[config.mk]
export PLATFORM = sky130hd
export DESIGN_NAME = cache_fill_fsm
export DESIGN_NICKNAME = d
export VERILOG_FILES = /design/src/rtl/cache_fill_fsm_pkg.sv /design/src/rtl/cache_fill_fsm_counter.sv /design/src/rtl/cache_fill_fsm.sv
export SDC_FILE = /design/constraint.sdc
export NUM_CORES = 1
export LEC_CHECK = 0
export ABC_AREA = 1
export ABC_CLOCK_PERIOD_IN_PS = 2400
export CORE_UTILIZATION = 35
export DETAILED_ROUTE_END_ITERATION = 16
export HOLD_SLACK_MARGIN = 0.02
export PLACE_DENSITY = 0.86
export SYNTH_ARGS = -nofsm -noshare
export SYNTH_HDL_FRONTEND = slang
export SYNTH_HIERARCHICAL = 1
export SYNTH_SLANG_ARGS = --single-unit
export TNS_END_PERCENT = 50
[constraint.sdc]
create_clock -name clk -period 2.4 [get_ports clk]
set_input_delay 0.48 -clock clk [delete_from_list [all_inputs] [get_ports clk]]
set_output_delay 0.48 -clock clk [all_outputs]
set_load 0.1 [all_outputs]
[src/rtl/cache_fill_fsm_pkg.sv]
// Shared constants and state encoding for the cache miss fill controller.
// The block geometry constants are also used by the cache data and tag arrays.
package cache_fill_fsm_pkg;

  localparam int WORDS_PER_BLOCK = 8;
  localparam int OFFSET_BITS     = 4;
  localparam int ADDR_WIDTH      = 16;
  localparam int DATA_WIDTH      = 16;
  localparam int WORD_IDX_BITS   = $clog2(WORDS_PER_BLOCK);
  localparam int CNT_WIDTH       = WORD_IDX_BITS + 1;

  typedef enum logic {
    IDLE = 1'b0,
    FILL = 1'b1
  } fill_state_t;

  // Clear the byte-offset bits so the address points at the start of its block.
  function automatic logic [ADDR_WIDTH-1:0] block_base(input logic [ADDR_WIDTH-1:0] addr);
    return addr & ~ADDR_WIDTH'((1 << OFFSET_BITS) - 1);
  endfunction

endpackage

[src/rtl/cache_fill_fsm_counter.sv]
// Small up-counter used for the fill's request and return word counts.
// A synchronous clear takes priority over the count enable.
module fill_counter
  import cache_fill_fsm_pkg::*;
(
  input  logic                 clk,
  input  logic                 rst,
  input  logic                 clr,
  input  logic                 en,
  output logic [CNT_WIDTH-1:0] count
);

  // Count register: async reset, sync clear, then increment
  always_ff @(posedge clk or posedge rst) begin
    if (rst) begin
      count <= '0;
    end else if (clr) begin
      count <= '0;
    end else if (en) begin
      count <= count + CNT_WIDTH'(1);
    end
  end

endmodule

[src/rtl/cache_fill_fsm.sv]
// Cache miss fill controller: fetches one block from pipelined main memory,
// streams each returned word into the data array, then writes the tag array.
module cache_fill_fsm
  import cache_fill_fsm_pkg::*;
(
  input  logic                     clk,
  input  logic                     rst,
  input  logic                     miss_detected,
  input  logic [ADDR_WIDTH-1:0]    miss_address,
  input  logic                     memory_data_valid,
  input  logic [DATA_WIDTH-1:0]    memory_data,
  output logic                     fsm_busy,
  output logic                     memory_enable,
  output logic [ADDR_WIDTH-1:0]    memory_address,
  output logic                     write_data_array,
  output logic [WORD_IDX_BITS-1:0] data_word_offset,
  output logic [DATA_WIDTH-1:0]    fill_data,
  output logic                     write_tag_array,
  output logic [ADDR_WIDTH-1:0]    tag_address,
  output logic                     fill_done
);

  fill_state_t           state_r, state_next_s;
  logic [ADDR_WIDTH-1:0] base_r;
  logic [CNT_WIDTH-1:0]  issue_cnt_s, recv_cnt_s;
  logic                  start_s, issue_en_s, recv_en_s;

  fill_counter u_issue_cnt (.clk(clk), .rst(rst), .clr(start_s), .en(issue_en_s), .count(issue_cnt_s));
  fill_counter u_recv_cnt  (.clk(clk), .rst(rst), .clr(start_s), .en(recv_en_s),  .count(recv_cnt_s));

  // State register
  always_ff @(posedge clk or posedge rst) begin
    if (rst) begin
      state_r <= IDLE;
    end else begin
      state_r <= state_next_s;
    end
  end

  // Block base latched only when a miss is accepted from IDLE
  always_ff @(posedge clk or posedge rst) begin
    if (rst) begin
      base_r <= '0;
    end else if (start_s) begin
      base_r <= block_base(miss_address);
    end
  end

  // Next-state and output decode; request and return sides advance independently
  always_comb begin
    state_next_s     = state_r;
    start_s          = 1'b0;
    issue_en_s       = 1'b0;
    recv_en_s        = 1'b0;
    fsm_busy         = 1'b0;
    memory_enable    = 1'b0;
    memory_address   = '0;
    write_data_array = 1'b0;
    data_word_offset = '0;
    fill_data        = '0;
    write_tag_array  = 1'b0;
    tag_address      = '0;
    fill_done        = 1'b0;
    case (state_r)
      IDLE: begin
        fsm_busy = miss_detected;
        if (miss_detected) begin
          start_s      = 1'b1;
          state_next_s = FILL;
        end else begin
          state_next_s = IDLE;
        end
      end
      FILL: begin
        fsm_busy    = 1'b1;
        tag_address = base_r;
        if (issue_cnt_s < CNT_WIDTH'(WORDS_PER_BLOCK)) begin
          memory_enable  = 1'b1;
          memory_address = base_r + ADDR_WIDTH'({issue_cnt_s, 1'b0});
          issue_en_s     = 1'b1;
        end else begin
          memory_enable  = 1'b0;
          memory_address = '0;
        end
        if (memory_data_valid) begin
          write_data_array = 1'b1;
          data_word_offset = recv_cnt_s[WORD_IDX_BITS-1:0];
          fill_data        = memory_data;
          recv_en_s        = 1'b1;
          if (recv_cnt_s == CNT_WIDTH'(WORDS_PER_BLOCK - 1)) begin
            write_tag_array = 1'b1;
            fill_done       = 1'b1;
            state_next_s    = IDLE;
          end else begin
            state_next_s = FILL;
          end
        end else begin
          state_next_s = FILL;
        end
      end
      default: begin
        state_next_s = IDLE;
      end
    endcase
  end

endmodule

==> reports/results.ini <==
[route]
routed-via-count = 1614
wl_per_cell_um = 11.7
drc = 0
vias_per_cell = 4.40
ant_nets = 0
drt_iter0_markers = 69
finalWirelength_um = 4310
drt_first_pass_iters = 6

[grt]
gr-usage-all-layers_pct = 21.2
grt_max_degree = 22
overflow = 0
grt_antenna_before_repair = 0
grt_pass1_wl_um = 7020
grt_pass1_vias = 1604

[setup_path]
reg2reg_from = state_r
end_kind = output pin
arrival_ns = 1.67
cp_max_fo = 11
crit_type = in -> out
crit_required_ns = 1.92
critPathLaunchType = primary input
crit_path_start = memory_data_valid

[timing]
clock.fmax_ghz = 0.464
setup_tns_ns = 0
slew_headroom_pct = 64.9
final.setup_skew_ns = 0.00201
holdWs_ns = 0.447
rsz0062_at_grt = no
tightest_slew_ns = 0.526
fin_crit_sh_pct = 89.8
period_minus_slack_ns = 2.15
drv_slew = 0
setup_viol = 0
hold_viol = 0

[synth]
ys_seq_area_share_pct = 36.3
synth_area_sq_um = 1450
syn_inst = 235
ys_warn_count = 6
synth_edf_count = 0
synth_seq_cells = 21
syn_area_per_cell_sq_um = 6.17
synthArstFlopShare_pct = 100
ys_types = 17
synth_ff_type = dfrtp_1

[clocking]
cts_buffer_depth = 2
numCtsBuffers = 3
insertion_delay_ns = 0.27
cts_tree = yes
clock-root-buffer = clkbuf_8
clock-sinks = 21
clk_pin_slew_ns = 0.08
htreeDepth = 1
postCtsSetupBuffers = 0
cts-hold-fix-buffers = 0
cts_resized = 0

[place]
dp_cells = 363
place_congestion = 0.861
port_buffers = 82
dp.final_hpwl_um = 3600

[hold_path]
hold_path_class = in -> async

[floorplan]
fp.dieH_um = 66.3
dieWidth_um = 66.3
std_cell_rows = 23
core_sq_um = 4000
die-area_sq_um = 4400
start_util_pct = 36.2
io_pins = 92

[finish]
multi_input_area_sq_um = 693
layout.cells.non_filler = 367
drive_above_1_share_pct = 26.8
antenna_cells = 0
nNetsFinal = 356
syn_to_final_growth_pct = 100
seq_area_sq_um = 526
fillers = 270

[status]
outcome = complete, no violations

[run]
max_cap_viol_count = 0

==> layer usage <==
layer	global-route usage, %	part of all wire, %
met1	21.9	37
met2	41.7	57
met3	4.66	4.5
met4	6.38	0.91
met5	0	0
==> metrics by stage <==
stage | util [%] | setup slack (ns) | area [sq um]
finish | 72.5 | 0.245 | 2900
CTS | 72.5 | 0.232 | 2900
global route | 72.5 | 0.157 | 2900
detailed placement | 71.3 | 0.235 | 2850
global placement | 71.3 | 0.289 | 2850
floorplan | - | -0.269 | 1520
==> cell type report <==
class                           instances  share of cell area (%)
Clock buffer                            3                    1.42
Inverter                               54                    6.99
Timing Repair Buffer                   87                    47.2
Clock inverter                          1                   0.173
Multi-Input combinational cell        151                    23.9
Tap cell                               50                    2.16
Sequential cell                        21                    18.1
==> cells by family after synthesis <==
family | after synthesis | share of synthesized area (%)
compound gates | 18 | 6.48
fa+ha+maj | 2 | 1.73
buf+inv | 67 | 20.9
flops | 21 | 36.3
other cells | 1 | 0.259
simple gates | 126 | 34.4
==> cells in the mapped netlist (2+ instances only) <==
| cell | instances | area, sq um |
|---|---|---|
| dfrtp_1 | 21 | 526 |
| o21ai_0 | 8 | 40.0 |
| a21oi_1 | 9 | 45.0 |
| buf_4 | 9 | 67.6 |
| buf_6 | 2 | 22.5 |
| nor2_2 | 4 | 25.0 |
| inv_1 | 51 | 191 |
| inv_2 | 3 | 11.3 |
| buf_2 | 2 | 10.0 |
| nor2_1 | 55 | 206 |
| nand3_1 | 6 | 30.0 |
| nand2_1 | 58 | 218 |
| ha_1 | 2 | 25.0 |
| nand2_2 | 2 | 12.5 |
==> worst max-delay path: stages <==
cell and delay [ns]:
clkdlybuf4s50_1 0.47, nand2_1 0.11, buf_4 0.20, nor2_1 0.20
buf_12 0.21
==> layout by cell type (no fill, tap or decap) <==
cell type,netlist,final
nand2_1,58,58
inv_1,51,51
buf_12,0,51
nor2_1,55,44
clkdlybuf4s50_1,0,31
dfrtp_1,21,21
nor2_2,4,13
o21ai_0,8,8
nand3_1,6,6
a21oi_1,9,6
conb_1,1,5
buf_4,9,5
inv_2,3,3
a21oi_2,1,3
clkbuf_8,0,3
nor2_4,0,2
nand2_2,2,2
ha_1,2,2
a21oi_4,0,1
and3_2,0,1
clkinv_2,0,1
==> flip-flops by register name (all words and copies together) (netlist names) <==
signal and cells:
base_r 12, state_r 1, u_issue_cnt/count 4, u_recv_cnt/count 4
==> final timing paths <==
check	endpoint	slack, ns	cells past startpoint
max	fill_data[9]	0.25	5
min	u_recv_cnt/count[1]	0.45	2
max reg2reg	u_recv_cnt/count[3]	0.99	9
min reg2reg	u_recv_cnt/count[3]	0.55	3
max in group asynchronous	base_r[14]	1.45	2
min in group clk	u_recv_cnt/count[3]	0.55	3
Power is left out: the tool's default activity adds up to more than one toggle a clock period on the data nets, which glitch-free logic cannot reach.
